$ cat src/rtl/sdram_mem_arbiter_if.sv
// Requester-side and SDRAM-controller-side signals of the memory arbiter.
// The slave view is the arbiter itself (it serves the requesters and drives
// the controller port); the master view is the surrounding system.
interface sdram_mem_arbiter_if #(
  parameter int NUM_REQ   = 3,
  parameter int ADDR_BITS = 24,
  parameter int DATA_BITS = 32
);
  localparam int IDX_BITS = (NUM_REQ > 1) ? $clog2(NUM_REQ) : 1;
  localparam int BE_BITS  = DATA_BITS / 8;

  logic [NUM_REQ-1:0]           req;
  logic [NUM_REQ-1:0]           req_read0_write1;
  logic [NUM_REQ*ADDR_BITS-1:0] req_addr;
  logic [NUM_REQ*BE_BITS-1:0]   req_byteenable;
  logic [NUM_REQ*DATA_BITS-1:0] req_write_data;
  logic [NUM_REQ-1:0]           req_ack;
  logic                         req_err;
  logic [DATA_BITS-1:0]         req_read_data;
  logic [IDX_BITS-1:0]          grant_idx;
  logic                         busy;

  logic                         mem_cs;
  logic                         mem_read0_write1;
  logic [ADDR_BITS-1:0]         mem_addr;
  logic [BE_BITS-1:0]           mem_byteenable;
  logic [DATA_BITS-1:0]         mem_write_data;
  logic                         mem_ack;
  logic [DATA_BITS-1:0]         mem_read_data;

  modport slave (
    input  req, req_read0_write1, req_addr, req_byteenable, req_write_data,
    input  mem_ack, mem_read_data,
    output req_ack, req_err, req_read_data, grant_idx, busy,
    output mem_cs, mem_read0_write1, mem_addr, mem_byteenable, mem_write_data
  );

  modport master (
    output req, req_read0_write1, req_addr, req_byteenable, req_write_data,
    output mem_ack, mem_read_data,
    input  req_ack, req_err, req_read_data, grant_idx, busy,
    input  mem_cs, mem_read0_write1, mem_addr, mem_byteenable, mem_write_data
  );
endinterface

$ cat src/rtl/sdram_mem_arbiter.sv
// Round-robin arbiter sharing one SDRAM controller port between NUM_REQ
// requesters. One transaction is outstanding at a time; a watchdog forces
// completion (with req_err) when the controller never acknowledges.
module sdram_mem_arbiter #(
  parameter int NUM_REQ        = 3,
  parameter int ADDR_BITS      = 24,
  parameter int DATA_BITS      = 32,
  parameter int TIMEOUT_CYCLES = 255
) (
  input  logic               clk,
  input  logic               reset_n,
  input  logic               sync_reset,
  sdram_mem_arbiter_if.slave bus
);

  localparam int IDX_BITS = (NUM_REQ > 1) ? $clog2(NUM_REQ) : 1;
  localparam int BE_BITS  = DATA_BITS / 8;
  localparam int WD_BITS  = $clog2(TIMEOUT_CYCLES);

  typedef enum logic [1:0] {
    S_IDLE,
    S_ISSUE,
    S_WAIT_ACK,
    S_RELEASE
  } state_t;

  state_t              state;
  logic [WD_BITS-1:0]  wd_cnt;
  logic [IDX_BITS-1:0] winner;
  logic                found;

  // Index k positions after base, wrapping at NUM_REQ.
  function automatic logic [IDX_BITS-1:0] rr_next(input logic [IDX_BITS-1:0] base,
                                                  input int k);
    return IDX_BITS'((int'(base) + k) % NUM_REQ);
  endfunction

  // Round-robin search starting just after the last winner, so the previous winner is checked last.
  always_comb begin
    found  = 1'b0;
    winner = bus.grant_idx;
    for (int k = 1; k <= NUM_REQ; k++) begin
      if (!found && bus.req[rr_next(bus.grant_idx, k)]) begin
        found  = 1'b1;
        winner = rr_next(bus.grant_idx, k);
      end
    end
  end

  // Arbitration FSM with registered outputs; sync_reset clears everything exactly like reset_n.
  always_ff @(posedge clk or negedge reset_n) begin
    if (!reset_n) begin
      state                <= S_IDLE;
      wd_cnt               <= '0;
      bus.grant_idx        <= IDX_BITS'(NUM_REQ - 1);
      bus.busy             <= 1'b0;
      bus.req_ack          <= '0;
      bus.req_err          <= 1'b0;
      bus.req_read_data    <= '0;
      bus.mem_cs           <= 1'b0;
      bus.mem_read0_write1 <= 1'b0;
      bus.mem_addr         <= '0;
      bus.mem_byteenable   <= '0;
      bus.mem_write_data   <= '0;
    end else if (sync_reset) begin
      state                <= S_IDLE;
      wd_cnt               <= '0;
      bus.grant_idx        <= IDX_BITS'(NUM_REQ - 1);
      bus.busy             <= 1'b0;
      bus.req_ack          <= '0;
      bus.req_err          <= 1'b0;
      bus.req_read_data    <= '0;
      bus.mem_cs           <= 1'b0;
      bus.mem_read0_write1 <= 1'b0;
      bus.mem_addr         <= '0;
      bus.mem_byteenable   <= '0;
      bus.mem_write_data   <= '0;
    end else begin
      case (state)
        S_IDLE: begin
          if (found) begin
            bus.grant_idx        <= winner;
            bus.mem_read0_write1 <= bus.req_read0_write1[winner];
            bus.mem_addr         <= bus.req_addr[int'(winner)*ADDR_BITS +: ADDR_BITS];
            bus.mem_byteenable   <= bus.req_byteenable[int'(winner)*BE_BITS +: BE_BITS];
            bus.mem_write_data   <= bus.req_write_data[int'(winner)*DATA_BITS +: DATA_BITS];
            bus.mem_cs           <= 1'b1;
            bus.busy             <= 1'b1;
            state                <= S_ISSUE;
          end
        end
        S_ISSUE: begin
          bus.mem_cs <= 1'b0;
          wd_cnt     <= '0;
          state      <= S_WAIT_ACK;
        end
        S_WAIT_ACK: begin
          wd_cnt <= wd_cnt + 1'b1;
          if (bus.mem_ack) begin
            bus.req_read_data <= bus.mem_read_data;
            bus.req_ack       <= NUM_REQ'(1) << bus.grant_idx;
            bus.req_err       <= 1'b0;
            state             <= S_RELEASE;
          end else if (wd_cnt == WD_BITS'(TIMEOUT_CYCLES - 1)) begin
            bus.req_read_data <= '0;
            bus.req_ack       <= NUM_REQ'(1) << bus.grant_idx;
            bus.req_err       <= 1'b1;
            state             <= S_RELEASE;
          end
        end
        S_RELEASE: begin
          bus.req_ack <= '0;
          bus.req_err <= 1'b0;
          bus.busy    <= 1'b0;
          state       <= S_IDLE;
        end
        default: begin
          state <= S_IDLE;
        end
      endcase
    end
  end

endmodule

$ cat src/flat_wrapper.sv
// flat-port wrapper written by rule: the top's interface ports become plain ports
module sdram_mem_arbiter_flat 
#(
  parameter int NUM_REQ        = 3,
  parameter int ADDR_BITS      = 24,
  parameter int DATA_BITS      = 32,
  parameter int TIMEOUT_CYCLES = 255
)
  (clk, reset_n, sync_reset, bus_req, bus_req_read0_write1, bus_req_addr, bus_req_byteenable, bus_req_write_data, bus_mem_ack, bus_mem_read_data, bus_req_ack, bus_req_err, bus_req_read_data, bus_grant_idx, bus_busy, bus_mem_cs, bus_mem_read0_write1, bus_mem_addr, bus_mem_byteenable, bus_mem_write_data);
  sdram_mem_arbiter_if #(.NUM_REQ(NUM_REQ), .ADDR_BITS(ADDR_BITS), .DATA_BITS(DATA_BITS)) bus_i ();
  input  logic clk;
  input  logic reset_n;
  input  logic sync_reset;
  input wire logic [$bits(bus_i.req)-1:0] bus_req;
  input wire logic [$bits(bus_i.req_read0_write1)-1:0] bus_req_read0_write1;
  input wire logic [$bits(bus_i.req_addr)-1:0] bus_req_addr;
  input wire logic [$bits(bus_i.req_byteenable)-1:0] bus_req_byteenable;
  input wire logic [$bits(bus_i.req_write_data)-1:0] bus_req_write_data;
  input wire logic [$bits(bus_i.mem_ack)-1:0] bus_mem_ack;
  input wire logic [$bits(bus_i.mem_read_data)-1:0] bus_mem_read_data;
  output wire logic [$bits(bus_i.req_ack)-1:0] bus_req_ack;
  output wire logic [$bits(bus_i.req_err)-1:0] bus_req_err;
  output wire logic [$bits(bus_i.req_read_data)-1:0] bus_req_read_data;
  output wire logic [$bits(bus_i.grant_idx)-1:0] bus_grant_idx;
  output wire logic [$bits(bus_i.busy)-1:0] bus_busy;
  output wire logic [$bits(bus_i.mem_cs)-1:0] bus_mem_cs;
  output wire logic [$bits(bus_i.mem_read0_write1)-1:0] bus_mem_read0_write1;
  output wire logic [$bits(bus_i.mem_addr)-1:0] bus_mem_addr;
  output wire logic [$bits(bus_i.mem_byteenable)-1:0] bus_mem_byteenable;
  output wire logic [$bits(bus_i.mem_write_data)-1:0] bus_mem_write_data;
  assign bus_i.req = bus_req;
  assign bus_i.req_read0_write1 = bus_req_read0_write1;
  assign bus_i.req_addr = bus_req_addr;
  assign bus_i.req_byteenable = bus_req_byteenable;
  assign bus_i.req_write_data = bus_req_write_data;
  assign bus_i.mem_ack = bus_mem_ack;
  assign bus_i.mem_read_data = bus_mem_read_data;
  assign bus_req_ack = bus_i.req_ack;
  assign bus_req_err = bus_i.req_err;
  assign bus_req_read_data = bus_i.req_read_data;
  assign bus_grant_idx = bus_i.grant_idx;
  assign bus_busy = bus_i.busy;
  assign bus_mem_cs = bus_i.mem_cs;
  assign bus_mem_read0_write1 = bus_i.mem_read0_write1;
  assign bus_mem_addr = bus_i.mem_addr;
  assign bus_mem_byteenable = bus_i.mem_byteenable;
  assign bus_mem_write_data = bus_i.mem_write_data;
  sdram_mem_arbiter #(.NUM_REQ(NUM_REQ), .ADDR_BITS(ADDR_BITS), .DATA_BITS(DATA_BITS), .TIMEOUT_CYCLES(TIMEOUT_CYCLES)) u_core (.clk(clk), .reset_n(reset_n), .sync_reset(sync_reset), .bus(bus_i));
endmodule
$ cat config.mk
export PLATFORM = sky130hd
export DESIGN_NAME = sdram_mem_arbiter_flat
export DESIGN_NICKNAME = d
export VERILOG_FILES = /design/src/rtl/sdram_mem_arbiter_if.sv /design/src/rtl/sdram_mem_arbiter.sv /design/src/flat_wrapper.sv
export SDC_FILE = /design/constraint.sdc
export NUM_CORES = 1
export LEC_CHECK = 0
export CAP_MARGIN = 5
export CORE_MARGIN = 8
export CORE_UTILIZATION = 40
export CTS_CLUSTER_DIAMETER = 200
export DETAILED_ROUTE_END_ITERATION = 8
export PLACE_DENSITY = 0.93
export SYNTH_ARGS = -nofsm -noshare
export SYNTH_HDL_FRONTEND = slang
export SYNTH_SLANG_ARGS = --single-unit
export TNS_END_PERCENT = 20
$ cat constraint.sdc
create_clock -name clk -period 3.15 [get_ports clk]
set_input_delay 0.315 -clock clk [delete_from_list [all_inputs] [get_ports clk]]
set_output_delay 0.315 -clock clk [all_outputs]
set_load 0.05 [all_outputs]
==> run summary, run 1 <==
Along the worst path, the maximum fanout reaches 18. The critical path ends at u_core.bus.mem_addr[5]. For the proportion of synthesized chip area in sequential cells, the log shows 0.444. The critical path starts at u_core.bus.grant_idx[1]. The run gives 0 as the Yosys warning count.

Type of destination of the critical path: a register. The logs give 4.35 nW for the static leakage and 736 uV for the maximum vdd drop. The nature of the critical path startpoint was a register. After synthesis, the cell types taking the most area are sky130_fd_sc_hd__dfrtp_1 (44%), sky130_fd_sc_hd__mux2i_1 (10%), sky130_fd_sc_hd__o221ai_2 (8.4%). The basic-gate share of the synthesized area counting and, or, nand and nor cells was 0.155. The tools report the total grt overflow as 0. Entering global routing, the biggest net connects 67 pins.

The clock reaches the later pin of the worst-skew pair after 0.35 ns. Adder-cell area share of the yosys netlist: 0.0240. The cell area that synthesis handed to floorplanning was 6260 sq um.

The highest clock frequency the design can meet is 334 MHz. For the final weighted congestion in routability-driven placement, the log shows 0.853. The synthesized design contains 0 enable-type register cells. Counting cells, the worst reg-to-reg path comes to 10.

Final critical-path share of the clock period: 0.950. In the layout the commonest cells are sky130_fd_sc_hd__clkdlybuf4s50_1 (321), sky130_fd_sc_hd__nand2_1 (139), sky130_fd_sc_hd__dfrtp_1 (110), sky130_fd_sc_hd__inv_1 (71), sky130_fd_sc_hd__mux2i_1 (64). For the final database, setup skew stands at 0.00794 ns. The die extent in y was 141 um; the post-detailed-route DRC marker count was 0. The minimum period implied by the final worst setup slack was 2.99 ns. By area, the combinational part of the netlist is dominated by compound AO/OA/AOI/OAI gates.

Synthesis produced a netlist with a net count of 866. Traced cell by cell, the critical path runs through inv_1 > ha_2 > mux2i_4 > o2bb2ai_2 > a311o_1 > a22oi_2 > buf_4 > clkbuf_16 > mux2i_1 > o221ai_1. The number of global-route vias before repair is 6262, and the internal reg-to-reg setup slack is 0.16 ns. The root buffer cell chosen for the clock tree is sky130_fd_sc_hd__clkbuf_16.

The kind of critical path is reg2reg. The clock transition time at the flip-flop clock pins of the worst setup and hold paths was 0.07 ns. The capture instance of the worst register-to-register path is u_core.bus.mem_addr[5]. The most used flip-flop cell after synthesis is sky130_fd_sc_hd__dfrtp_1. After routing, the total negative slack on setup checks comes to 0 ns. The die span in x is 141 um. Share of final-layout standard cells stronger than drive strength 1: 0.0925. Setup repair after global routing left no endpoint under its margin. The run finished with clean final reports. For this block, the initial DRC count from the detailed router was 253. For the global-route total usage across every layer, the log shows 0.229.

Data arrives at the worst endpoint at 3.18 ns. The top-area cell type share of the netlist area is 0.440, and the number of filler cells placed in the layout is 1176. At the end of the flow, the number of nets in the layout was 1170. The overall via count from detail_route came out at 5883.

Input and output buffers added on the ports amount to 322. At the pin with the least slew margin, the transition time is 0.640 ns. The die covers 19900 sq um.

The count of different cell masters after synthesis is 51, and the final max-slew violation count is 0. The wire length of the first global-routing pass is 35700 um. The floorplan has 45 rows. Leaving out fill and tap cells, the most frequent cell in the layout is sky130_fd_sc_hd__clkdlybuf4s50_1. The fraction of synthesized area in multiplexers came out at 0.110.

The slowest stage of the critical path belongs to the cell sky130_fd_sc_hd__dfstp_2. From synthesis to final layout, the design area changed by 59.7%. The run gives 5 as the first-pass iteration count of the detailed router.

The run gives 0.410 as the initial cell density of the core. The biggest cell delay along the critical path works out to 0.59 ns. The maximum number of buffers from clock root to sink is 2, and the average size of a mapped cell is 9.91 sq um. For this design the top-level I/O count stands at 323.

The parity-gate share of the synthesized area counting xor and xnor cells is 0.00839, and the H-tree depth is 3. The total area of multi-input combinational cells came out at 2930 sq um. The HPWL after detailed placement is 17600 um, and the total clock sinks is 111. Dominant cell type by area after synthesis: sky130_fd_sc_hd__dfrtp_1. The power per standard cell area came out at 798 nW/um^2. The fraction of registers with async set or reset after synthesis came out at 1.00. STA puts the critical path data required time at 3.34 ns. The run gives 15300 sq um as the core box area.

Dividing the detail-routed wire length by the instance count gives 20.3 um. In this run the remaining antenna-violating nets after routing total 0. The tool flagged a number of max-cap violations equal to 0. The average vias per placed instance works out to 5.11. In this run the worst hold path is classified as reg2reg. The wire length after detailed routing is 23300 um. The tightest slew margin relative to the limit is 0.573, and the number of inserted diodes is 0.

The area of all sequential standard cells is 2780 sq um, and the final instance area is 10000 sq um. For the setup violation total in the final timing report, the log shows 0. TritonCTS built the clock tree. Counting every instance in the synthesized netlist gives 632. The run gives 0 as the number of antenna violations at the first check in global routing. The synthesized-area fraction occupied by ao, oa, aoi and oai cells was 0.166; the register bit total from synthesis was 111. The minimum hold slack is 0.469 ns. The count of endpoints failing hold in the final timing report is 0.

The worst register-to-register path begins at u_core.bus.grant_idx[1]. Buffers inserted during clock tree synthesis total 9. The area after detailed placement is 9620 sq um.
worst min path at each step:
stage	cells past startpoint	endpoint	startpoint
4_1_cts	2	u_core.bus.req_read_data[24]	u_core.bus.req_read_data[24]
6_report	2	u_core.bus.req_read_data[24]	u_core.bus.req_read_data[24]
2_1_floorplan	0	u_core.bus.busy	reset_n
5_1_grt	3	u_core.bus.req_read_data[17]	bus_mem_read_data[17]
3_3_place_gp	1	u_core.wd_cnt[7]	reset_n
3_5_place_dp	1	u_core.wd_cnt[7]	reset_n
synthesized netlist by cell type, drive strengths merged, types with 6 or more instances:
master  instances
inv            71
dfrtp         110
buf            28
nor3b           9
mux2i          66
nand2         139
ha             12
nor2           16
o21ai           6
o221ai         61
clkbuf         17
nand3          38
a21oi          13
per-layer routing:
metal  share of wire  vias up  routed length, um  GRT usage
li1                -     2786                  -          -
met1            0.37     2822               8670      0.238
met2            0.52      233              12100      0.420
met3           0.088       42               2050     0.0844
met4           0.023        0                546     0.0713
met5               0        -                  0          0
cells by family after synthesis:
group | Yosys count
and+or+nand+nor | 220
muxes | 68
AOI/OAI and AO/OA | 99
DFF | 111
adders and majority gates | 12
xor gates and xnor gates | 6
buffers and inverters | 116
power by group:
part           total, mW  switching, mW  internal, mW
clock               1.28          0.565         0.711
sequential          1.95          0.195          1.76
combinational       4.75           2.88          1.87
total               7.98           3.64          4.34
timing repair:
action | in CTS | in global routing
hold buffers | 1 | 0
setup buffers | 0 | 1
hold endpoints to repair | 14 | 0
endpoints found under the setup margin | 0 | 61
gates resized for setup | 0 | 5
registers in the layout (all words and copies together) (netlist names):
name	count
u_core.bus.mem_read0_write1	1
u_core.bus.req_err	1
u_core.state	2
u_core.bus.grant_idx	2
u_core.bus.req_read_data	32
u_core.bus.mem_byteenable	4
u_core.bus.mem_addr	24
u_core.bus.mem_cs	1
u_core.wd_cnt	8
u_core.bus.busy	1
u_core.bus.req_ack	3
u_core.bus.mem_write_data	32
cell type report:
type,instances,share of cell area
repair buffers,338,0.343
multi-input cells,405,0.293
flip-flops and latches,111,0.278
inverters,71,0.0266
well taps,211,0.0264
clock buffers,9,0.0225
clock inverters,7,0.0105
critical path, delay by kind of cell (launching register included):
family	cells	cell delay, ns
buf+inv	3	0.51
fa+ha+maj	1	0.46
mux	2	0.51
flops	1	0.59
compound gates	4	0.76
stage by stage:
stage	instances	worst slack, ns	power [mW]	util
finish	1152	0.159	7.98	0.656
global route	1152	0.0000948	8.40	0.656
CTS	1150	0.0125	7.95	0.653
detailed placement	1133	0.0140	6.64	0.630
global placement	1133	0.230	6.52	0.630
floorplan	632	0.248	5.29	-
Note: power is estimated with default switching activity, not from simulation.
==> inputs of run 2 (changes only) <==
SLEW_MARGIN = 20   (was unset)
==> results of run 2 <==
Final layout, timing and power as in run 1 (identical DEF).
==> inputs of run 3 (changes only) <==
ABC_AREA = 1   (was unset)
PLACE_DENSITY = 0.9   (was 0.93)
==> run summary, run 3 <==
The smallest setup slack after layout came out at 0.309 ns (+0.151 ns). Among all cell types in the netlist, the one instantiated most often is sky130_fd_sc_hd__nand3_1. The adder-cell area share of the yosys netlist works out to 0.0211 (-0.00285). The tools report the mapped cell area as 7110 sq um (+14%). The largest registers in the layout are u_core.bus.mem_write_data (32), u_core.bus.req_read_data (32), u_core.bus.mem_addr (24).

Relative to the synthesized area, the layout overhead comes to 51.0%. The start point of the critical path is u_core.bus.grant_idx[1]. The number of routed nets with antenna violations is 0 (unchanged), and the final weighted congestion in routability-driven placement is 0.882 (+3.5%). Data required time at the worst endpoint: 3.43 ns (+0.09 ns).

The total clock sinks was 111 (unchanged). The run gives 9 (unchanged) as the CTS buffer count. The minimum period implied by the final worst setup slack was 2.84 ns (-0.151 ns); the top-level I/O count was 323 (unchanged).

The overall via count from detail_route is 7896 (+34%). The core box area is 17400 sq um (+14%). By area, the combinational part of the netlist is dominated by simple AND/OR/NAND/NOR gates. Average detailed-routed wire length per instance: 16.6 um (-18%). The logs give 25900 um (+11%) for the wire length after detailed routing and 0 (unchanged) for the Yosys warning count. The average size of a mapped cell came out at 6.78 sq um (-32%). For the area enclosed by the die boundary, the log shows 22300 sq um (+12%).

The tools report the number of buffers inserted by post-CTS setup repair as 0 (unchanged). The synthesized-area fraction occupied by ao, oa, aoi and oai cells is 0.0500 (-0.116), and the static leakage is 5.44 nW (+25%). The slew at the pin closest to its max-slew limit works out to 0.705 ns (+0.0651 ns). Fraction of registers with async set or reset after synthesis: 1.00 (unchanged). Final max-slew violation count: 0 (unchanged). In this run the worst hold path is classified as in2async.

The number of inserted diodes came out at 0 (unchanged). The flow ran to the end, but the final reports show violations. The number of antenna violations at the first check in global routing is 0 (unchanged), and the power per standard cell area is 1050 nW/um^2 (+32%). Biggest fanout along the worst timing path: 37 (+19).

By area the synthesized netlist is led by sky130_fd_sc_hd__dfrtp_1 (39%), sky130_fd_sc_hd__nand3_1 (20%), sky130_fd_sc_hd__nand2_1 (15%). For the post-detailed-route DRC marker count, the log shows 0 (unchanged). Dominant cell type by area after synthesis: sky130_fd_sc_hd__dfrtp_1. The tools report the minimum hold slack as -0.00903 ns (-0.478 ns).

The worst setup path is launched from a register. The tightest slew margin relative to the limit was 0.530 (-0.0434); the H-tree depth was 3 (unchanged). The die span in x was 149 um (+5.8%); the basic-gate share of the synthesized area counting and, or, nand and nor cells was 0.387 (+0.232). The final critical-path share of the clock period was 0.902 (-0.0478); the final worst clock skew was 0.00694 ns (-0.00100 ns).

The count of different cell masters after synthesis is 31 (-39%), and the data arrival time of the critical path is 3.12 ns (-0.06 ns). The synthesized netlist net count is 1283 (+48%). The later-pin clock latency in the skew report is 0.34 ns (about the same).

The number of rows created at floorplan is 48 (+6.7%), and the number of synthesized flops with an enable pin is 0 (unchanged). The top-area cell type share of the netlist area is 0.387 (-0.0523), and the maximum number of buffers from clock root to sink is 2 (unchanged). The most used flip-flop cell after synthesis is sky130_fd_sc_hd__dfrtp_1. The fraction of synthesized area in multiplexers came out at 0 (-0.110). The cell at the root of the clock tree was sky130_fd_sc_hd__clkbuf_16. The share of final-layout standard cells stronger than drive strength 1 is 0.0440 (-0.0484).

The run gives 65 (-3.0%) as the pin count of the biggest net entering global routing. The checks that failed: negative hold slack. Number of nets at the end of the flow: 1570 (+34%). The die extent in y came out at 149 um (+5.8%).

The setup TNS after final layout is 0 ns (unchanged). The kind of critical path was reg2reg. The tools report the setup violation total in the final timing report as 0 (unchanged). The most common cell after layout, fill and taps aside was sky130_fd_sc_hd__clkdlybuf4s50_1. The proportion of synthesized chip area in sequential cells came out at 0.391 (-0.0528).

For the total grt overflow, the log shows 0 (unchanged). Parity-gate share of the synthesized area counting xor and xnor cells: 0 (-0.00839). Post-synthesis cell count: 1049 (+66%). The run gives 0.226 (-0.00265) as the global-route total usage across every layer.

The number of max-capacitance violations reported was 0 (unchanged). After synthesis, the most frequently instantiated cells are sky130_fd_sc_hd__nand3_1 (291), sky130_fd_sc_hd__nand2_1 (288), sky130_fd_sc_hd__inv_1 (180). The logs give 0 (-1) for the total of hold buffers inserted after clock tree synthesis and 40400 um (+13%) for the wire length of the first global-routing pass. The worst register-to-register path begins at u_core.bus.grant_idx[1]. For the count of endpoints failing hold in the final timing report, the log shows 5 (+5).

The tools report the initial cell density of the core as 0.410 (-0.000884). The type of destination of the critical path is a register. The number of global-route vias before repair was 7711 (+23%). The top cell types in the final layout, fill and taps aside, are sky130_fd_sc_hd__clkdlybuf4s50_1 (321), sky130_fd_sc_hd__nand3_1 (291), sky130_fd_sc_hd__nand2_1 (287), sky130_fd_sc_hd__inv_1 (180), sky130_fd_sc_hd__dfrtp_1 (110). Register bit total from synthesis: 111 (unchanged). The first-pass iteration count of the detailed router was 5 (unchanged). Average vias per placed instance: 5.05 (-1.2%).

The logs give 0.31 ns (+0.15 ns) for the internal reg-to-reg setup slack and 19600 um (+11%) for the HPWL after detailed placement. Initial DRC count: 523 (+110%). The highest clock frequency the design can meet was 352 MHz (+5.3%).

The clock transition time at the flip-flop clock pins of the worst setup and hold paths was 0.07 ns (about the same). The port buffer count came out at 322 (unchanged). The tools report the pre-CTS setup slack as 0.265 ns (+0.251 ns).

Setup repair after global routing left no endpoint under its margin. TritonCTS built the clock tree. Maximum vdd drop: 1000 uV (+36%).
==> run 3: cell types whose count changed in the layout (fill, tap and decap cells not counted), moves of 26 or more <==
cell                       before  now
sky130_fd_sc_hd__inv_1         71  180
sky130_fd_sc_hd__mux2i_1       64    0
sky130_fd_sc_hd__nand2_1      139  287
sky130_fd_sc_hd__nand3_1       38  291
sky130_fd_sc_hd__o21ai_0        6   47
sky130_fd_sc_hd__o221ai_1      26    0
sky130_fd_sc_hd__o221ai_2      35    0
==> run 3: power by group <==
| group | switching, mW | internal, mW | leakage, nW |
|---|---|---|---|
| combinational | 5.54 | 2.60 | 3.81 |
| sequential | 0.207 | 1.81 | 1.48 |
| clock | 0.504 | 0.656 | 0.145 |
==> run 3: final timing paths <==
path / end / depth (start not counted)
worst max-delay path: u_core.bus.mem_write_data[15] / 15
worst min-delay path: u_core.bus.req_read_data[20] / 1
worst max register to register: u_core.bus.mem_write_data[15] / 15
worst min register to register: u_core.bus.mem_byteenable[3] / 2
max in group asynchronous: u_core.bus.grant_idx[1] / 2
min in group clk: u_core.bus.mem_byteenable[3] / 2
==> run 3: cell type report <==
| cell class | count | area [sq um] |
|---|---|---|
| clock inverters | 3 | 42.5 |
| flip-flops and latches | 111 | 2780 |
| inverters | 188 | 708 |
| clock buffers | 12 | 256 |
| repair buffers | 339 | 3400 |
| fillers | 1475 | 6620 |
| well taps | 225 | 282 |
| multi-input cells | 687 | 3270 |
==> run 3: metrics by stage <==
step	instances	instance area [sq um]	power, mW	utilization
2_1_floorplan	1049	7110	8.02	-
3_3_place_gp	1550	10400	9.97	0.601
3_5_place_dp	1550	10400	10.2	0.601
4_1_cts	1565	10700	11.4	0.618
5_1_grt	1565	10700	12.3	0.618
6_report	1565	10700	11.3	0.618
==> run 3: layer usage <==
metal	wire [um]	global-route usage
met5	0	0
met4	728	0.0813
met3	3060	0.0850
met2	12400	0.375
met1	9760	0.262
==> run 3: what timing repair did <==
| action | in CTS | in global routing |
|---|---|---|
| endpoints found under the setup margin | 0 | 63 |
| gates resized for setup | 0 | 1 |
| endpoints found under the hold margin | 0 | 0 |
==> run 3: cell families (layout without fill, tap and decap cells) <==
kind of cell | after synthesis | count (layout)
buffers and inverters | 251 | 542
and+or+nand+nor | 611 | 611
AOI/OAI and AO/OA | 64 | 64
DFF | 111 | 111
adders and majority gates | 12 | 12
==> run 3: worst max-delay path, stage by stage, from the launching register on <==
cell and delay [ns]:
sky130_fd_sc_hd__dfstp_2 0.56, sky130_fd_sc_hd__inv_1 0.10, sky130_fd_sc_hd__ha_1 0.42, sky130_fd_sc_hd__inv_2 0.09, sky130_fd_sc_hd__nand2_2 0.08, sky130_fd_sc_hd__nand3_2 0.11, sky130_fd_sc_hd__nand2_4 0.14, sky130_fd_sc_hd__nand3_4 0.14
sky130_fd_sc_hd__inv_2 0.12, sky130_fd_sc_hd__nand2_1 0.08, sky130_fd_sc_hd__nand2_2 0.08, sky130_fd_sc_hd__buf_4 0.37, sky130_fd_sc_hd__nand3_1 0.19, sky130_fd_sc_hd__nand2_1 0.11, sky130_fd_sc_hd__nand2_1 0.06, sky130_fd_sc_hd__nand2_1 0.09
